<file path="src/rtl/mem_port_arbiter.sv">
// rtl/mem_port_arbiter.sv - single-port memory arbiter for fetch and load/store requesters
// Alternating-priority grant, one command per cycle, sub-word stores as read-modify-write.
module mem_port_arbiter #(
    parameter int XLEN   = 32,
    parameter int MEM_AW = 20
) (
    input  logic              clk,
    input  logic              rst_n,
    input  logic              if_req,
    input  logic [XLEN-1:0]   if_addr,
    output logic              if_ack,
    output logic [XLEN-1:0]   if_rdata,
    input  logic              d_req,
    input  logic              d_we,
    input  logic [XLEN-1:0]   d_addr,
    input  logic [XLEN-1:0]   d_wdata,
    input  logic [3:0]        d_sel_byte,
    output logic              d_ack,
    output logic [XLEN-1:0]   d_rdata,
    output logic              d_err,
    output logic              d_busy,
    output logic              mem_en,
    output logic              mem_we,
    output logic [MEM_AW-1:0] mem_addr,
    output logic [XLEN-1:0]   mem_wdata,
    input  logic [XLEN-1:0]   mem_rdata
);

    typedef enum logic [1:0] {IDLE, IF_RSP, D_RSP, MERGE} state_t;

    state_t              state;
    logic                prio_d;
    logic [MEM_AW-1:0]   addr_q;
    logic                we_q;
    logic                err_q;
    logic [XLEN-1:0]     wdata_q;
    logic [3:0]          sel_q;

    logic                grant_d;
    logic                grant_if;
    logic                d_full;
    logic                d_sub;
    logic [MEM_AW-1:0]   d_word;
    logic [MEM_AW-1:0]   if_word;
    logic [XLEN-1:0]     merged;

    logic unused_addr_bits;
    assign unused_addr_bits = ^{if_addr[XLEN-1:MEM_AW+2], if_addr[1:0],
                                d_addr[XLEN-1:MEM_AW+2], d_addr[1:0]};

    function automatic logic sub_word_sel(input logic [3:0] sel);
        case (sel)
            4'b0001, 4'b0010, 4'b0100, 4'b1000, 4'b0011, 4'b1100: sub_word_sel = 1'b1;
            default:                                              sub_word_sel = 1'b0;
        endcase
    endfunction

    assign d_word   = d_addr[MEM_AW+1:2];
    assign if_word  = if_addr[MEM_AW+1:2];
    assign d_full   = (d_sel_byte == 4'b1111);
    assign d_sub    = sub_word_sel(d_sel_byte);
    assign grant_d  = d_req & (~if_req | prio_d);
    assign grant_if = if_req & ~grant_d;

    always_comb begin
        merged = mem_rdata;
        for (int i = 0; i < 4; i++) begin
            if (sel_q[i]) merged[8*i +: 8] = wdata_q[8*i +: 8];
        end
    end

    always_ff @(posedge clk or negedge rst_n) begin
        if (!rst_n) begin
            state   <= IDLE;
            prio_d  <= 1'b1;
            addr_q  <= '0;
            we_q    <= 1'b0;
            err_q   <= 1'b0;
            wdata_q <= '0;
            sel_q   <= '0;
        end else begin
            case (state)
                IDLE: begin
                    if (grant_d) begin
                        addr_q  <= d_word;
                        we_q    <= d_we;
                        wdata_q <= d_wdata;
                        sel_q   <= d_sel_byte;
                        err_q   <= d_we & ~d_full & ~d_sub;
                        prio_d  <= 1'b0;
                        state   <= (d_we && d_sub) ? MERGE : D_RSP;
                    end else if (grant_if) begin
                        addr_q  <= if_word;
                        we_q    <= 1'b0;
                        err_q   <= 1'b0;
                        prio_d  <= 1'b1;
                        state   <= IF_RSP;
                    end
                end
                MERGE:   state <= D_RSP;
                IF_RSP:  state <= IDLE;
                D_RSP:   state <= IDLE;
                default: state <= IDLE;
            endcase
        end
    end

    // IDLE commands are gated by rst_n so nothing leaves the block while reset is held
    always_comb begin
        if_ack    = 1'b0;
        if_rdata  = '0;
        d_ack     = 1'b0;
        d_rdata   = '0;
        d_err     = 1'b0;
        d_busy    = 1'b0;
        mem_en    = 1'b0;
        mem_we    = 1'b0;
        mem_addr  = '0;
        mem_wdata = '0;
        case (state)
            IDLE: begin
                if (rst_n && grant_d) begin
                    if (!d_we || d_sub) begin
                        mem_en   = 1'b1;
                        mem_addr = d_word;
                    end else if (d_full) begin
                        mem_en    = 1'b1;
                        mem_we    = 1'b1;
                        mem_addr  = d_word;
                        mem_wdata = d_wdata;
                    end
                end else if (rst_n && grant_if) begin
                    mem_en   = 1'b1;
                    mem_addr = if_word;
                end
            end
            MERGE: begin
                d_busy    = 1'b1;
                mem_en    = 1'b1;
                mem_we    = 1'b1;
                mem_addr  = addr_q;
                mem_wdata = merged;
            end
            IF_RSP: begin
                if_ack   = 1'b1;
                if_rdata = mem_rdata;
            end
            D_RSP: begin
                d_ack   = 1'b1;
                d_err   = err_q;
                d_rdata = we_q ? '0 : mem_rdata;
            end
            default: ;
        endcase
    end

endmodule

</file>
<file path="config.mk">
export PLATFORM = sky130hd
export DESIGN_NAME = mem_port_arbiter
export DESIGN_NICKNAME = d
export VERILOG_FILES = /design/src/rtl/mem_port_arbiter.sv
export SDC_FILE = /design/constraint.sdc
export NUM_CORES = 1
export LEC_CHECK = 0
export ABC_AREA = 1
export BUFFER_PORTS_ARGS = -buffer_cell sky130_fd_sc_hd__buf_4
export CAP_MARGIN = 30
export CELL_PAD_IN_SITES_DETAIL_PLACEMENT = 1
export CELL_PAD_IN_SITES_GLOBAL_PLACEMENT = 2
export CORE_MARGIN = 2
export CORE_UTILIZATION = 22
export DETAILED_ROUTE_END_ITERATION = 7
export HOLD_SLACK_MARGIN = 0.1
export PLACE_DENSITY = 0.82
export RECOVER_POWER = 25
export SYNTH_ARGS = -nofsm -noshare
export SYNTH_HDL_FRONTEND = slang
export SYNTH_SLANG_ARGS = --single-unit
</file>
<file path="constraint.sdc">
create_clock -name clk -period 1.92 [get_ports clk]
set_clock_uncertainty 0.15 [all_clocks]
set_input_delay 0.288 -clock clk [delete_from_list [all_inputs] [get_ports clk]]
set_output_delay 0.288 -clock clk [all_outputs]
set_load 0.1 [all_outputs]
</file>
# Yosys cells after proc, flatten, opt, wreduce, memory -nomap -nowiden

Index checks and enable logic that the tools add are counted.

Output and inout bits: 122
Bits of input ports: 137
Word-level logic and storage cells: 78
Flip-flop bits (word level): 61

Multiplexer cells: 40
Reduce and logical (&&, ||, !) cells: 11
Eq/ne operators: 11
Bitwise gates (word level): 9

Operators by type and width:

| kind                                          | count |
|---|---|
| two-way mux 32 bit                            | 6 |
| two-way mux 20 bit                            | 6 |
| one-hot mux 32 bit (2 select lines)           | 1 |
| one-hot mux 20 bit (2 select lines)           | 1 |
| two-way mux 8 bit                             | 4 |
| two-way mux 1 bit                             | 17 |
| == test 4 bit, second input constant          | 3 |
| == test 4 x 2 -> 1 bit, second input constant | 2 |
| one-hot mux 2 bit (3 select lines)            | 1 |
| OR reduction 6 bit                            | 1 |
| bitwise AND 1 bit                             | 4 |
| == test 2 bit, second input constant          | 2 |
| == test 4 x 1 -> 1 bit, second input constant | 1 |
| == test 4 x 3 -> 1 bit, second input constant | 1 |
| two-way mux 2 bit                             | 2 |
| inverter 1 bit                                | 4 |
| one-hot mux 1 bit (2 select lines)            | 2 |
| AND reduction 2 bit                           | 2 |
| logical AND 1 bit                             | 3 |
| != test 3 bit, second input constant          | 1 |
| == test 2 x 1 -> 1 bit, second input constant | 1 |
| zero test 2 bit                               | 1 |
| nonzero test 2 bit                            | 1 |
| OR reduction 2 bit                            | 1 |
| other kinds (3)                               | 3 |

# Logic depth before layout (Yosys ltp)

Gate-level depths: netlist (run 1).

Depth in word-level cells: 9
Depth in mapped cells: 10
Mapped depth without buffers: 10

# Worst setup path after synthesis (run 1)

Ideal clock, no wire load.

Kind: reg-to-output
From: reg state[0]
To: out mem_wdata[10]
Required time: 1.482 ns
Arrival: 3.389 ns
Buffers on the path: 2
Stages on the path, launching flop included: 6
Setup slack: -1.907 ns
Path through: dfrtp_1 -> ha_1 -> clkbuf_1 -> clkbuf_1 -> o211ai_1 -> a21oi_1

Cells in the longest elaborated chain, start to end: 2
Elaborated cells on any way between the ends: 3
Classes of those cells: eq/ne: 1; mux: 1; reduce/logical: 1

Ends and longest elaborated chain:

| element                                                 | line | text |
|---|---|---|
| start: declaration                                      | 31   | `state_t state;` |
| start signal: assignment                                | 91   | `state <= (d_we && d_sub) ? MERGE : D_RSP;` |
| == test 2 bit / zero test 2 bit (equally long branches) | 120  | `case (state)` |
| one-hot mux 32 bit (2 select lines) (*)                 | 120  |  |
| end: declaration                                        | 25   | `output logic [XLEN-1:0] mem_wdata,` |

Mark *: on every way between the ends. The rest lies on a longest branch, timed or not.

# Worst setup path after layout (run 1)

From: reg prio_d
To: out mem_addr[18]

Cells in the longest elaborated chain, start to end: 8
Elaborated cells on any way between the ends: 9
Classes of those cells: mux: 3; bitwise: 4; reduce/logical: 2

Ends and longest elaborated chain:

| element                                 | line | text |
|---|---|---|
| start: declaration                      | 32   | `logic prio_d;` |
| start signal: assignment                | 75   | `prio_d <= 1'b1;` |
| start signal: assignment                | 90   | `prio_d <= 1'b0;` |
| start signal: assignment                | 96   | `prio_d <= 1'b1;` |
| bitwise OR 1 bit (*)                    | 62   | `assign grant_d = d_req & (~if_req \| prio_d);` |
| bitwise AND 1 bit (*)                   | 62   |  |
| inverter 1 bit                          | 63   | `assign grant_if = if_req & ~grant_d;` |
| bitwise AND 1 bit                       | 63   |  |
| logical AND 1 bit                       | 132  | `end else if (rst_n && grant_if) begin` |
| two-way mux 20 bit                      | 132  |  |
| two-way mux 20 bit (*)                  | 122  | `if (rst_n && grant_d) begin` |
| one-hot mux 20 bit (2 select lines) (*) | 120  |  |
| end: declaration                        | 24   | `output logic [MEM_AW-1:0] mem_addr,` |

Marks and branches as above.

==> impl_results.md, run 1 <==
* Number of synthesis warnings at 0
* Core ar. at roughly 0.021 mm²
* Syn Std Cell Area at 0.004718 mm²
* WP data arrival at 2.13 ns
* Die area at approximately 0.023 mm²
* Crit path kind: flop to output pin
* Nets at 1239
* IO Pins at roughly 260
* Lkg Pwr at approximately 0.0049 µW
* Most Crowded Layer GR: met2
* IR drop worst, VDD at ~0.94 mV
* Remaining antenna violation count at 0
* Row count at 53
* Inserted Clock Buffers at 9
* CTS root buffer: clkbuf_16
* HPWL Detailed at roughly 16 mm
* Endpoints failing setup at 120
* Reg2reg start: state[1]
* Clock Path Buffers at 2
* DR vias/cell at approximately 4.9
* Overall routed net length at 29.48 mm
* Violated checks: setup timing
* Hold depth at 3
* Vias in the first global route at a little under 7000
* CTS tree: built
* Largest net degree at the start of global routing at between 40 and 50
* Synth Net Count at just under 900
* Avg Cell Area, Syn at about 6.4 µm²
* Hold Crit Start: if_addr[6]
* Data required time of the critical path at roughly 1.5 ns
* Port-buffer cells at 234
* Die width at around 150 µm
* EDFF count, synth at 0
* Top-area cell type share of the netlist area at around a third
* DRT iter0 DRCs at approximately 190
* Most common cell in the netlist: nand2_1
* Layout cells sized above 1 at between 50% and 60%
* Worst-margin pin slew at approximately 1.4 ns
* Seq cells post-synth at 61
* Tcrit/Tclk final at 133.6%
* H-tree depth at 3
* GRT overflow at 0
* Clock latency on the worst-skew pair at 0.34 ns
* Drt first pass iters at 4
* Synth cell count leaders: nand2_1, inv_1, a21oi_1, dfrtp_1, nor2_1
* Synth async-reset ratio at 100.0%
* Routed WL per cell at 21.39 µm
* DR DRC count at 0
* Crit Path Max Fanout at 9
* Cell taking the most area after synthesis: dfrtp_1
* RSZ-0062 raised after global routing: true
* Crit. Startpoint: prio_d
* GR Util met3 at around 4.9%
* Hold Path Sink: addr_q[4]
* GPL Wtd Cong at 0.7844
* Worst hold slack at 0.1038 ns
* R2R Setup Slk at about 0.08 ns
* Class of the worst hold path: input port to flop
* First-pass GRT wire length at 38.03 mm
* Power per Cell Area at 1624 mW/mm²
* Yosys cell types at 28
* Outcome: finished with violations
* Via count at 6736
* Total power at between 15000 and 20000 µW
* Clock sink count at 61
* Fin. Hold Viols at 0
* Clk pin slew, worst setup/hold paths at approximately 0.060 ns
* Area growth, synth to finish at 152.2%
* GR Util met1 at between 20% and 30%
* Reg-to-Reg End: wdata_q[18]
* Ys flop type: dfrtp_1
* Starting Density at around 22%
* Worst slew margin at around a tenth
* Max-slew violations at 0
* Synth area leaders: dfrtp_1, nand2_1, a21oi_1, inv_1, o211ai_1
* Final WS setup at -0.6446 ns
* Max-Cap Viols at 0
* Critical Path End Type: output pin
* Number of fill cells at 2245
* Final min period at about 2.6 ns
* Initial antenna violation count at 1
* Max Freq at around 400 MHz
* Die H at around 150 µm
* Synth Instances at 741
* Startpoint types: flop
* GRT Overall Usage at 21.61%
* Grt met2 use at 39.14%
* Seq/Total Area, Yosys at about 32%
* Reg2Reg Depth at 9
## power breakdown
group	leakage (µW)	switching [µW]	total [µW]	internal [µW]
clock network	0.000149	647	1680	1030
logic	0.00406	9750	15400	5640
registers	0.000727	338	2270	1930
total	0.00493	10700	19300	8600
## how the worst max path moves through the flow
stage                          to  slack [ns]  cells after the start
floorplan           mem_wdata[10]       -0.37                      5
global placement    mem_wdata[15]       -0.26                      8
detailed placement   mem_addr[17]       -0.30                     10
CTS                  mem_addr[15]       -0.58                     10
global route          mem_addr[5]       -0.74                     11
finish               mem_addr[18]       -0.64                     11
## area by class of cell
type / instances / area [µm²] / area share, %
antenna: 1 / 2.502 / 0.02103
clock buffer: 11 / 242.7 / 2.040
clock inverter: 5 / 50.05 / 0.4206
inverter: 132 / 631.9 / 5.310
multi-input combinational: 492 / 3780 / 31.76
sequential: 61 / 1530 / 12.86
tap: 275 / 344.1 / 2.891
timing repair buffer: 401 / 5319 / 44.70
## timing repair
action | CTS | global route
buffers inserted | 9 | 21
gates cloned | 1 | 13
setup endpoints to repair | 122 | 148
resized for setup | 254 | 253
pin swaps | 12 | 86
hold buffers | 65 | 0
endpoints found under the hold margin | 67 | 0
## per-layer routing
layer	routed length, µm	vias to the layer above
li1	-	3088
met1	10950	3345
met2	15850	248
met3	1881	55
met4	800	0
met5	0	-
## cells in the final DEF, fill, tap and decap left out, types with 2 or more instances in the layout
cell type and instances:
clkinv_2 4, clkbuf_16 19, inv_4 3, buf_6 17, nand3_4 3, nand4_1 32, nand3_2 14, o211ai_1 33
a21oi_4 54, inv_1 88, dfrtp_2 2, nand2_2 15, nand2_1 128, nand3_1 6, o21ai_1 5, inv_2 7
buf_16 2, clkinvlp_4 33, nand2_4 36, buf_8 5, clkbuf_1 3, nor2_4 36, nor2_1 25, dlygate4sd3_1 65
o21ai_0 39, dfrtp_1 58, a21oi_1 42, buf_12 145, buf_4 153, o21ai_2 14, ha_4 5
## stage by stage
stage	setup WS, ns	area (µm²)	instances	util, %	setup TNS [ns]
3_5_place_dp	-0.2974	8318	1254	39.57	-12.96
5_1_grt	-0.7390	11900	1377	56.60	-52.91
6_report	-0.6446	11900	1378	56.61	-45.01
2_1_floorplan	-0.3706	5993	741	-	-28.87
4_1_cts	-0.5842	10400	1345	49.49	-46.61
3_3_place_gp	-0.2635	8318	1254	39.57	-11.38
## logic make-up (layout without fill, tap and decap cells)
kind of cell / Yosys count / count (layout) / synth area share (%)
fa+ha+maj: 5 / 5 / 1.326
simple gates: 297 / 297 / 27.53
other cells: 0 / 1 / 0
compound gates: 190 / 190 / 22.81
buf+inv: 188 / 549 / 15.96
flops: 61 / 61 / 32.38
## registers in the layout (all words and copies together) (netlist names)
name     flops
we_q         1
sel_q        4
addr_q      20
err_q        1
prio_d       1
state        2
wdata_q     32
## worst max-delay path, cell delays in order, from the launching register on
cell	delay, ns
dfstp_2	0.52
inv_2	0.04
nand2_2	0.06
nand2_4	0.08
nor2_4	0.17
buf_12	0.14
buf_8	0.14
nand2_2	0.05
o21ai_1	0.09
nand3_1	0.14
a21oi_4	0.17
buf_12	0.19
Note: power is estimated with default switching activity, not from simulation.
==> run 2, diff against run 1 <==
--- a/config.mk
+++ b/config.mk
@@ -13,9 +13,9 @@
 export CORE_MARGIN = 2
 export CORE_UTILIZATION = 22
 export DETAILED_ROUTE_END_ITERATION = 7
-export HOLD_SLACK_MARGIN = 0.1
+export HOLD_SLACK_MARGIN = 0.05
 export PLACE_DENSITY = 0.82
-export RECOVER_POWER = 25
+export RECOVER_POWER = 50
 export SYNTH_ARGS = -nofsm -noshare
 export SYNTH_HDL_FRONTEND = slang
 export SYNTH_SLANG_ARGS = --single-unit
==> impl_results.md, run 2 (synthesized netlist as in run 1, its figures left out) <==
* Outcome: finished with violations
* Violated checks: setup timing
* Layout cells sized above 1 at 54.09% (+1.6 points)
* Die width at 150.4 µm (unchanged)
* Max-slew violations at 0 (unchanged)
* Crit Path Max Fanout at 5 (-4)
* Hold Crit Start: d_addr[13]
* Remaining antenna violation count at 0 (unchanged)
* Routed WL per cell at 20.89 µm (-2.3%)
* GPL Wtd Cong at 0.7844 (unchanged)
* Largest net degree at the start of global routing at 49 (unchanged)
* DRT iter0 DRCs at 228 (+21%)
* Area growth, synth to finish at 142.6%
* Starting Density at 22.45% (unchanged)
* Die area at 0.02263 mm² (unchanged)
* Worst-margin pin slew at 1.351 ns (-0.002043 ns)
* Power per Cell Area at 1671 mW/mm² (+2.9%)
* Crit path kind: flop to output pin
* Clk pin slew, worst setup/hold paths at 0.06 ns (about the same)
* Drt first pass iters at 4 (unchanged)
* Core ar. at 0.02102 mm² (unchanged)
* Via count at 6512 (-3.3%)
* Max Freq at 396.0 MHz (+1.5%)
* Inserted Clock Buffers at 9 (unchanged)
* Largest register FFs at 32 (unchanged)
* Final Util at 54.44% (-2.2 points)
* Initial antenna violation count at 1 (unchanged)
* WP data arrival at 2.09 ns (-0.04 ns)
* R2R Setup Slk at 0.08 ns (about the same)
* Reg-to-Reg End: sel_q[3]
* Clock sink count at 61 (unchanged)
* P_int at 8497 µW (-1.2%)
* GRT overflow at 0 (unchanged)
* GR Util met3 at 4.970% (+0.091 points)
* Startpoint types: flop
* Reg2Reg Depth at 10 (+1)
* First-pass GRT wire length at 36.74 mm (-3.4%)
* Die H at 150.4 µm (unchanged)
* Row count at 53 (unchanged)
* Fin. Hold Viols at 0 (unchanged)
* Lkg Pwr at 0.004753 µW (-3.7%)
* Nets at 1200 (-3.1%)
* Data required time of the critical path at 1.48 ns (about the same)
* Sequential cell area at 0.001530 mm² (unchanged)
* CTS root buffer: clkbuf_16
* Port-buffer cells at 234 (unchanged)
* HPWL Detailed at 16.09 mm (unchanged)
* Reg2reg start: state[1]
* Clock Path Buffers at 2 (unchanged)
* Number of fill cells at 2270 (+1.1%)
* Cell Count, Final, Fillers Out at 1339 (-2.8%)
* CTS tree: built
* Commonest non-fill, non-tap cell in the layout: buf_4
* Worst hold slack at 0.06710 ns (-0.03669 ns)
* GRT Overall Usage at 20.81% (-0.79 points)
* Max-Cap Viols at 0 (unchanged)
* Clock latency on the worst-skew pair at 0.34 ns (about the same)
* Final min period at 2.526 ns (-0.03907 ns)
* Hold Path Sink: addr_q[11]
* Multi-input logic area at 0.003741 mm² (-1.0%)
* Seq pwr share at 11.8% (about the same)
* Switching portion of total power at 55.58% (about the same)
* Setup TNS at -44.93 ns (+0.08340 ns)
* Grt met2 use at 37.25% (-1.9 points)
* Largest Register: wdata_q
* Clk network pwr share at 8.7% (about the same)
* DR DRC count at 0 (unchanged)
* Worst slew margin at 9.944% (+0.14 points)
* Placed cells at 1254 (unchanged)
* Most Crowded Layer GR: met2
* Tcrit/Tclk final at 131.5% (-2.0 points)
* RSZ-0062 raised after global routing: true
* DR vias/cell at 4.863 (-0.51%)
* IR drop worst, VDD at 0.9185 mV (-2.3%)
* Hold depth at 3 (unchanged)
* Final WS setup at -0.6055 ns (+0.03907 ns)
* GR Util met1 at 25.10% (-0.62 points)
* Endpoints failing setup at 120 (unchanged)
* Largest regs: wdata_q (32), addr_q (20), sel_q (4)
* H-tree depth at 3 (unchanged)
* IO Pins at 259 (unchanged)
* Overall routed net length at 27.98 mm (-5.1%)
* Switching power at 10630 µW (-0.98%)
* Comb pwr share at 79.5% (about the same)
* Critical Path End Type: output pin
* Class of the worst hold path: input port to flop
* Vias in the first global route at 6653 (-3.1%)
* Commonest non-fill, non-tap cells in the layout: buf_4, buf_12, nand2_1, inv_1, dfrtp_1
[run 2: worst max-delay path: stages (launching register included)]
cell and delay (ns):
dfstp_2 0.36, inv_2 0.05, nand2_2 0.06, nand2_4 0.10, nor2_4 0.05, buf_12 0.14, buf_6 0.12, clkbuf_16 0.15
buf_4 0.14, o21ai_2 0.12, nand3_2 0.10, a21oi_4 0.16, buf_12 0.19
[run 2: final cells by class]
type | instances | share of cell area, %
clock inverters | 5 | 0.4373
clock buffers | 11 | 2.121
well taps | 275 | 3.006
diodes | 1 | 0.02187
flip-flops and latches | 61 | 13.37
multi-input cells | 492 | 32.69
inverters | 132 | 5.477
repair buffers | 362 | 42.88
[run 2: worst max path at each step]
stage          slack, ns  depth (start not counted)       endpoint      from
6_report           -0.61                         12   mem_addr[14]    prio_d
4_1_cts            -0.58                         10   mem_addr[15]    prio_d
2_1_floorplan      -0.37                          5  mem_wdata[10]  state[0]
5_1_grt            -0.69                         12    mem_addr[1]    prio_d
3_5_place_dp       -0.30                         10   mem_addr[17]    prio_d
3_3_place_gp       -0.26                          8  mem_wdata[15]    prio_d
[run 2: routing by layer]
layer	vias to the layer above	part of all wire, %
li1	3017	-
met1	3225	38
met2	224	53
met3	46	6.7
met4	0	2.4
met5	-	0
[run 2: power by group through the flow]
stage / combinational, µW / sequential, µW / clock [µW]
after floorplan: 9040 / 2140 / 0
after global placement: 11500 / 2230 / 0
after detailed placement: 11700 / 2260 / 0
after CTS: 13100 / 2240 / 1710
after global routing: 15800 / 2340 / 1770
final: 15200 / 2260 / 1670
[run 2: per-stage QoR]
stage / worst slack [ns] / power [µW] / area, µm²
CTS: -0.5842 / 17090 / 10050
detailed placement: -0.2974 / 13920 / 8318
global route: -0.6890 / 19940 / 11440
finish: -0.6055 / 19130 / 11440
global placement: -0.2635 / 13770 / 8318
floorplan: -0.3706 / 11180 / 5993
[run 2: what timing repair did]
item / in CTS / in global routing
endpoints found under the hold margin: 42 / 0
gates cloned: 1 / 13
endpoints found under the setup margin: 122 / 148
setup buffers: 9 / 17
pin swaps: 12 / 89
hold buffers: 30 / 0
gates resized for setup: 254 / 236
==> run 3, diff against run 2 <==
==> config.mk (replaced) <==
export PLATFORM = sky130hd
export DESIGN_NAME = mem_port_arbiter
export DESIGN_NICKNAME = d
export VERILOG_FILES = /design/src/rtl/mem_port_arbiter.sv
export SDC_FILE = /design/constraint.sdc
export NUM_CORES = 1
export LEC_CHECK = 0
export ABC_AREA = 1
export CAP_MARGIN = 30
export CELL_PAD_IN_SITES_DETAIL_PLACEMENT = 1
export CELL_PAD_IN_SITES_GLOBAL_PLACEMENT = 2
export CORE_MARGIN = 2
export CORE_UTILIZATION = 31
export DETAILED_ROUTE_END_ITERATION = 7
export DONT_BUFFER_PORTS = 1
export GPL_ROUTABILITY_DRIVEN = 1
export HOLD_SLACK_MARGIN = 0.05
export PLACE_DENSITY = 0.81
export SYNTH_ARGS = -nofsm -noshare
export SYNTH_HDL_FRONTEND = slang
export SYNTH_SLANG_ARGS = --single-unit
==> impl_results.md, run 3 (synthesized netlist as in run 1, its figures left out) <==
* Outcome: finished with violations
* Violated checks: setup timing
* Clock sink count at 61 (unchanged)
* HPWL Detailed at 15.60 mm (-3.0%)
* Largest regs: wdata_q (32), addr_q (20), sel_q (4)
* Die H at 127.4 µm (-15%)
* Class of the worst hold path: input port to flop
* Tcrit/Tclk final at 140.6% (+9.0 points)
* IO Pins at 259 (unchanged)
* Routed WL per cell at 33.12 µm (+58%)
* Endpoints failing setup at 138 (+15%)
* Data required time of the critical path at 1.48 ns (about the same)
* DRT met1 WL at 12.79 mm (+19%)
* Layout cells sized above 1 at 46.64% (-7.5 points)
* GPL Wtd Cong at 0.7349 (-6.3%)
* Inserted Clock Buffers at 9 (unchanged)
* Final WS setup at -0.7788 ns (-0.1732 ns)
* Max-slew violations at 0 (unchanged)
* Worst-margin pin slew at 0.7271 ns (-0.6237 ns)
* Number of fill cells at 1476 (-35%)
* Largest stage delay on the critical path at 0.42 ns (+0.06 ns)
* Pre-CTS setup slack at -0.2629 ns (+0.03446 ns)
* IR drop worst, VDD at 1.024 mV (+11%)
* Buffer and inverter count on the worst path at 5 (-1)
* Overall routed net length at 38.75 mm (+38%)
* Clock Path Buffers at 2 (unchanged)
* Die area at 0.01622 mm² (-28%)
* Critical Path End Type: output pin
* Port-buffer cells at 0 (-100%)
* Clk pin slew, worst setup/hold paths at 0.06 ns (about the same)
* N_diodes at 0 (-1)
* Startpoint types: flop
* CTS tree: built
* H-tree depth at 3 (unchanged)
* Worst hold slack at 0.06216 ns (-0.004943 ns)
* DRT iter0 DRCs at 704 (+210%)
* First-pass GRT wire length at 47.80 mm (+30%)
* Worst path most repeated cell: buf_12
* Commonest non-fill, non-tap cell in the layout: buf_12
* Starting Density at 31.39% (+8.9 points)
* Nets at 1119 (-6.8%)
* CP max stage cell: dfrtp_2
* GRT overflow at 0 (unchanged)
* GRT Overall Usage at 38.82% (+18 points)
* Crit Path Max Fanout at 6 (+1)
* Final min period at 2.699 ns (+0.1732 ns)
* Largest Register: wdata_q
* Clock latency on the worst-skew pair at 0.35 ns (about the same)
* Remaining antenna violation count at 0 (unchanged)
* Cells along the critical path: inv_2, ha_4, inv_2, nor2_4, buf_12, buf_12, nand4_1, a21oi_4, buf_12
* Lkg Pwr at 0.004410 µW (-7.2%)
* Crit path kind: flop to output pin
* Setup TNS at -62.61 ns (-17.68 ns)
* Post-place instance area at 0.008625 mm² (+3.7%)
* WL met2 at 19.47 mm (+33%)
* Row count at 45 (-15%)
* Metal3 WL at 3.276 mm (+74%)
* Initial antenna violation count at 0 (-1)
* Vias in the first global route at 7952 (+20%)
* DR vias/cell at 6.323 (+30%)
* Drt first pass iters at 5 (+1)
* Largest net degree at the start of global routing at 62 (+27%)
* Final instance area at 0.01110 mm² (-3.0%)
* Core ar. at 0.01503 mm² (-28%)
* WP data arrival at 2.26 ns (+0.17 ns)
* Fin. Hold Viols at 0 (unchanged)
* Largest register FFs at 32 (unchanged)
* CP delay by family, top: buffers and inverters
* Worst slew margin at 51.52% (+42 points)
* Power per Cell Area at 1840 mW/mm² (+10%)
* RSZ-0062 raised after global routing: true
* Top Metal Used: met4
* Max Freq at 370.5 MHz (-6.4%)
* Area growth, synth to finish at 135.2%
* Die width at 127.4 µm (-15%)
* Commonest non-fill, non-tap cells in the layout: buf_12, nand2_1, inv_1, dlygate4sd3_1, dfrtp_1
* CTS root buffer: clkbuf_16
* Final Util at 73.82% (+19 points)
* DR DRC count at 0 (unchanged)
* Via count at 7398 (+14%)
* Max-Cap Viols at 0 (unchanged)
==> run 3: worst paths after layout <==
check	cells after the start	end	slack, ns	start
setup reg to reg	9	addr_q[13]	-0.07	state[1]
setup / recovery	9	mem_wdata[27]	-0.78	state[1]
max in group asynchronous	2	prio_d	0.96	rst_n
hold / removal	2	addr_q[2]	0.06	if_addr[4]
min in group asynchronous	2	addr_q[4]	0.30	rst_n
hold reg to reg	2	addr_q[12]	0.42	addr_q[12]
==> run 3: layout make-up <==
class                      count  area, µm²  share of cell area [%]
tap                          188      235.2                   2.120
inverter                     132      626.9                   5.649
timing repair buffer         281       4514                   40.68
clock buffer                  13      260.3                   2.345
sequential                    61       1530                   13.79
clock inverter                 3      67.56                  0.6089
multi-input combinational    492       3862                   34.81
==> run 3: worst register-to-register path, delay by kind of cell (launching register included) <==
family,cells,cell delay [ns]
simple gates,1,0.24
fa+ha+maj,1,0.18
flops,1,0.38
buf+inv,5,0.72
compound gates,2,0.18
==> run 3: per-layer routing <==
layer | track usage [%] | vias up
li1 | - | 2852
met1 | 40.19 | 3631
met2 | 71.06 | 651
met3 | 8.333 | 264
met4 | 24.37 | 0
met5 | 0 | -
==> run 3: metrics by stage <==
stage	power, µW	std cells
2_1_floorplan	11180	741
3_3_place_gp	14750	1033
3_5_place_dp	15150	1033
4_1_cts	18590	1161
5_1_grt	20730	1170
6_report	20420	1170
==> run 3: what timing repair did <==
item                                    CTS  global route
hold endpoints to repair                120             0
endpoints found under the setup margin  125           167
pin swaps                                43            73
resized for setup                        98            85
buffers inserted                         21            11
gates cloned                             12             5
hold buffers                             80             0
==> run 3: where the power goes <==
part           internal (µW)  switching [µW]  total [µW]  leakage, µW
combinational           5420           10400       15800      0.00353
clock                   1210             759        1970     0.000156
sequential              1930             676        2610     0.000727
total                   8560           11900       20400      0.00441
